===== config.mk =====
export PLATFORM = sky130hd
export DESIGN_NAME = instr_fetch
export DESIGN_NICKNAME = d
export VERILOG_FILES = /design/src/rtl/rv32i_pkg.sv /design/src/rtl/instr_fetch.sv
export SDC_FILE = /design/constraint.sdc
export NUM_CORES = 1
export LEC_CHECK = 0
export ABC_AREA = 1
export BUFFER_PORTS_ARGS = -buffer_cell sky130_fd_sc_hd__buf_2
export CAP_MARGIN = 0
export CORE_ASPECT_RATIO = 1.25
export CORE_MARGIN = 10
export CORE_UTILIZATION = 29
export CTS_BUF_LIST = sky130_fd_sc_hd__clkbuf_8
export CTS_CLUSTER_DIAMETER = 80
export CTS_CLUSTER_SIZE = 24
export DETAILED_ROUTE_END_ITERATION = 10
export PLACE_DENSITY = 0.54
export SLEW_MARGIN = 20
export SYNTH_ARGS = -nofsm -noshare
export SYNTH_HDL_FRONTEND = slang
export SYNTH_SLANG_ARGS = --single-unit

===== constraint.sdc =====
create_clock -name clk -period 2.5 [get_ports clk]
set_clock_uncertainty 0.2 [all_clocks]
set_input_delay 0.25 -clock clk [delete_from_list [all_inputs] [get_ports clk]]
set_output_delay 0.25 -clock clk [all_outputs]
set_load 0.005 [all_outputs]

===== src/rtl/rv32i_pkg.sv =====
// Shared RV32I definitions: fetch state encoding, reset/NOP constants and
// immediate-source selectors used by decode.
package rv32i_pkg;

    typedef enum logic [1:0] {
        S_IDLE    = 2'd0,
        S_FETCH   = 2'd1,
        S_DISCARD = 2'd2,
        S_HOLD    = 2'd3
    } fetch_state_t;

    localparam logic [31:0] RESET_PC_DEFAULT = 32'h0000_0000;
    localparam logic [31:0] NOP_INSTR        = 32'h0000_0013;
    localparam logic [31:0] PC_STEP          = 32'd4;

    localparam logic [2:0] IMM_SRC_I = 3'd0;
    localparam logic [2:0] IMM_SRC_S = 3'd1;
    localparam logic [2:0] IMM_SRC_B = 3'd2;
    localparam logic [2:0] IMM_SRC_U = 3'd3;
    localparam logic [2:0] IMM_SRC_J = 3'd4;

    // Clears the byte offset so every fetch address is word aligned.
    function automatic logic [31:0] word_align(input logic [31:0] addr);
        return addr & ~32'h0000_0003;
    endfunction

endpackage


===== src/rtl/instr_fetch.sv =====
// Single-outstanding instruction fetch unit with redirect handling and a
// one-entry hold buffer toward decode.
module instr_fetch
    import rv32i_pkg::*;
#(
    parameter logic [31:0] RESET_PC = RESET_PC_DEFAULT
) (
    input  logic        clk,
    input  logic        rst_n,
    output logic        imem_req,
    output logic [31:0] imem_addr,
    input  logic        imem_rvalid,
    input  logic [31:0] imem_rdata,
    output logic        instr_valid,
    input  logic        instr_ready,
    output logic [31:0] instr,
    output logic [31:0] instr_pc,
    input  logic        redirect_valid,
    input  logic [31:0] redirect_pc,
    output logic [31:0] fetch_count
);

    fetch_state_t state_q;
    fetch_state_t state_d;

    logic [31:0] pc_q;
    logic [31:0] discard_addr_q;
    logic [31:0] instr_q;
    logic [31:0] instr_pc_q;
    logic [31:0] fetch_count_q;
    logic [31:0] redirect_target;
    logic        accept;

    assign redirect_target = word_align(redirect_pc);
    assign accept          = instr_valid && instr_ready;

    always_ff @(posedge clk or negedge rst_n) begin
        if (!rst_n) begin
            state_q <= S_IDLE;
        end else begin
            state_q <= state_d;
        end
    end

    always_comb begin
        state_d = state_q;
        unique case (state_q)
            S_IDLE: begin
                state_d = S_FETCH;
            end
            S_FETCH: begin
                if (redirect_valid) begin
                    state_d = imem_rvalid ? S_FETCH : S_DISCARD;
                end else if (imem_rvalid) begin
                    state_d = S_HOLD;
                end
            end
            S_DISCARD: begin
                if (imem_rvalid) begin
                    state_d = S_FETCH;
                end
            end
            S_HOLD: begin
                if (redirect_valid || instr_ready) begin
                    state_d = S_FETCH;
                end
            end
            default: begin
                state_d = S_IDLE;
            end
        endcase
    end

    always_comb begin
        imem_req    = 1'b0;
        imem_addr   = 32'h0000_0000;
        instr_valid = 1'b0;
        unique case (state_q)
            S_FETCH: begin
                imem_req  = 1'b1;
                imem_addr = pc_q;
            end
            S_DISCARD: begin
                imem_req  = 1'b1;
                imem_addr = discard_addr_q;
            end
            S_HOLD: begin
                instr_valid = !redirect_valid;
            end
            default: begin
                imem_req = 1'b0;
            end
        endcase
    end

    // Redirects retarget pc immediately; the in-flight address is parked in
    // discard_addr_q so the memory sees a stable request until it answers.
    always_ff @(posedge clk or negedge rst_n) begin
        if (!rst_n) begin
            pc_q           <= RESET_PC;
            discard_addr_q <= 32'h0000_0000;
            instr_q        <= NOP_INSTR;
            instr_pc_q     <= 32'h0000_0000;
        end else begin
            unique case (state_q)
                S_FETCH: begin
                    if (redirect_valid) begin
                        pc_q <= redirect_target;
                        if (!imem_rvalid) begin
                            discard_addr_q <= pc_q;
                        end
                    end else if (imem_rvalid) begin
                        instr_q    <= imem_rdata;
                        instr_pc_q <= pc_q;
                    end
                end
                S_DISCARD: begin
                    if (redirect_valid) begin
                        pc_q <= redirect_target;
                    end
                end
                S_HOLD: begin
                    if (redirect_valid) begin
                        pc_q <= redirect_target;
                    end else if (instr_ready) begin
                        pc_q <= instr_pc_q + PC_STEP;
                    end
                end
                default: begin
                    pc_q <= pc_q;
                end
            endcase
        end
    end

    always_ff @(posedge clk or negedge rst_n) begin
        if (!rst_n) begin
            fetch_count_q <= 32'h0000_0000;
        end else if (accept) begin
            fetch_count_q <= fetch_count_q + 32'd1;
        end
    end

    assign instr       = instr_q;
    assign instr_pc    = instr_pc_q;
    assign fetch_count = fetch_count_q;

endmodule


==> summary.md <==
## Status
• status: complete, no violations

## Die
• Horiz. Die Dim: 172 µm
• core region area: 0.0286 mm²
• Placement Rows: 69
• Die Span Y: 211 µm
• starting density of the core: 29.5%
• num ports: 199
• floorplan die area: 0.0363 mm²

## Detailed routing
• DRT Wirelength: 26700 µm
• starting DRC count in detailed routing: 495
• first-pass iteration count of the detailed router: 5
• number of nets still failing antenna checks after routing: 0
• ratio of routed vias to standard cells: 4.45
• average wire per cell in the routed design: 15.3 µm
• residual DRC count: 0
• Vias: 7776

## STA
• worst slew pin tran: 0.985 ns
• Fin Setup TNS: 0 ns
• final setup margin: 0.127 ns
• Final Hold Violating Endpoints: 0
• Fmax: 421 MHz
• worst-case headroom to the max-slew limit: 34.3%
• endpoints failing setup: 0
• clock period minus worst slack: 2.37 ns
• RSZ-0062 raised after global routing: yes
• Period Utilization, post-route: 94.9%
• final max-slew violation count: 0

## Clock tree
• Sink Count: 162
• clock slew at reported path FFs: 0.09 ns
• deepest clock path buffer count: 2
• number of levels the H-tree was split into: 4
• number of setup buffers added after CTS: 0
• TritonCTS clock tree: built
• master cell of the clock root buffer: clkbuf_8
• insertion delay to the later sink of the worst-skew pair: 0.46 ns
• number of buffers added by the clock tree synthesis step: 17

## Power
• clock network fraction of total power: 19.5%
• Max rail drop VDD: 0.449 mV
• switch share: 40.8%
• combinational share of power: 40.1%
• leakage power summed over all cells: 5.20 nW
• sequential fraction of design power: 40.4%
• total power: 11.5 mW
• power density over the cells: 1050 mW/mm²
• Switch Pwr: 4.70 mW
• Int Pwr: 6.82 mW

## Worst setup path
• arrival time of data at the critical path endpoint: 1.92 ns
• Crit. End Element: primary output
• CP peak stage delay: 0.42 ns
• CP Max Fanout: 32
• type of the worst setup path: reg -> out
• cell repeated most along the worst path: inv_1
• kind of start point of the critical path: flop
• cell with the largest stage delay on the worst path: dfrtp_1
• worst setup slack for register-to-register paths: 0.39 ns
• series of cell instances along the critical path: inv_1 -> ha_1 -> inv_1 -> buf_12 -> a21oi_1 -> buf_2
• data required time of the worst path: 2.05 ns

## Global route
• combined global-route utilization of all metal layers: 15.0%
• global-route wire length before repair: 42800 µm
• via count of the first global-routing pass: 8014
• initial antenna violation count: 0
• grt ovf: 0
• largest net degree at the start of global routing: 65

## Cells and area
• synthesis-to-finish area growth: 30.5%
• most frequent standard cell in the layout excluding fill and tap cells: nand2_1
• top library cells by usage in the layout, fill and taps aside: nand2_1 (375), buf_2 (195), dfrtp_1 (159)
• diodes inserted: 0
• share of cells above drive strength 1: 22.6%
• Net count, final: 1418

## Yosys
• post-synthesis average cell area: 7.73 µm²
• Cells after Synth: 1090
• number of distinct library cells after synthesis: 35
• number of nets in the synthesized netlist: 1165
• fraction of synthesis flops using an asynchronous set or reset pin: 100%
• sequential share of the synthesized area: 48.2%
• Most used DFF post-synth: dfrtp_1
• number of enable flip-flop cells after synthesis: 0
• Seq cells post-synth: 162
• area of the mapped netlist: 0.00843 mm²
• count of yosys warnings during synthesis: 0

## Worst hold path
• type of the tightest min-delay check: in -> reg

## Place
• minimum setup slack after placement: 0.384 ns
• DP Wirelength: 19400 µm
• total of buffers placed on input and output ports: 196
• placer congestion estimate: 0.868

## Flow run
• Max Cap Violations: 0

## power by group through the flow
stage / logic (mW) / clock network, mW / registers [mW]
2_1_floorplan: 2.66 / 0 / 4.50
3_3_place_gp: 4.56 / 0 / 4.65
3_5_place_dp: 4.62 / 0 / 4.69
4_1_cts: 4.72 / 2.34 / 4.65
5_1_grt: 5.30 / 2.44 / 4.83
6_report: 4.62 / 2.24 / 4.65
## per-layer routing
metal | GRT usage [%] | part of all wire [%] | up-vias
met5 | 0 | 0 | -
met4 | 4.41 | 1.6 | 0
met3 | 4.47 | 6.8 | 24
met2 | 24.6 | 47 | 193
met1 | 18.4 | 44 | 3597
li1 | - | - | 3962
## final cells by class
class / instances / area (µm²)
flip-flops and latches: 162 / 4060
well taps: 390 / 488
clock inverters: 14 / 211
multi-input cells: 802 / 3860
inverters: 85 / 319
clock buffers: 18 / 248
fillers: 3003 / 17600
repair buffers: 275 / 1820
## per-stage QoR
stage | hold WS, ns | utilization (%) | instance area (µm²) | std cells
2_1_floorplan | -0.246 | - | 8430 | 1090
3_3_place_gp | 0.0571 | 34.6 | 9880 | 1649
3_5_place_dp | 0.0642 | 34.6 | 9880 | 1649
4_1_cts | 0.0292 | 38.5 | 11000 | 1746
5_1_grt | 0.0835 | 38.5 | 11000 | 1746
6_report | 0.0708 | 38.5 | 11000 | 1746
## logic make-up after synthesis
group / share of synthesized area (%)
flip-flops: 48.2
buffers and inverters: 6.31
XOR/XNOR: 2.49
AO/OA/AOI/OAI: 9.39
AND/OR/NAND/NOR: 28.5
multiplexers: 4.28
adder cells (fa/ha/maj): 0.891
## Yosys cell counts, types with 7 or more instances
library cell,n,area (µm²)
a21oi_1,46,230
clkbuf_1,20,75.1
inv_1,81,304
nor2_4,7,78.8
buf_2,13,65.1
mux2_2,32,360
o21ai_0,93,465
nand3_1,46,230
nor2_1,132,495
nand2_1,377,1420
dfrtp_1,159,3980
xor2_1,8,70.1
xnor2_1,16,140
## flip-flops by register name, summed over array words and instances (netlist names)
register / cells
discard_addr_q: 32
instr: 32
pc_q: 32
instr_pc: 32
state_q: 2
fetch_count: 32
## final timing paths
path / startpoint / to / cells after the start
worst max register to register: state_q[1]$_DFFE_PN0P_ / discard_addr_q[6]$_DFFE_PN0P_ / 6
worst max-delay path: state_q[0]$_DFFE_PN0P_ / imem_addr[15] / 6
max in group asynchronous: rst_n / instr_pc[19]$_DFFE_PN0P_ / 3
min in group asynchronous: rst_n / fetch_count[11]$_DFFE_PN0P_ / 2
worst min register to register: fetch_count[31]$_DFFE_PN0P_ / fetch_count[31]$_DFFE_PN0P_ / 1
worst min-delay path: redirect_valid / state_q[1]$_DFFE_PN0P_ / 4
## critical path, delay by kind of cell (launching register included)
family	cells	cell delay (ns)
buf+inv	4	0.50
compound gates	1	0.20
fa+ha+maj	1	0.34
flops	1	0.42
## what timing repair did
action	4_1_cts	5_1_grt
setup endpoints to repair	0	4
hold endpoints to repair	168	0
resized for setup	0	3
hold buffers	65	0
Note: power is estimated with default switching activity, not from simulation.
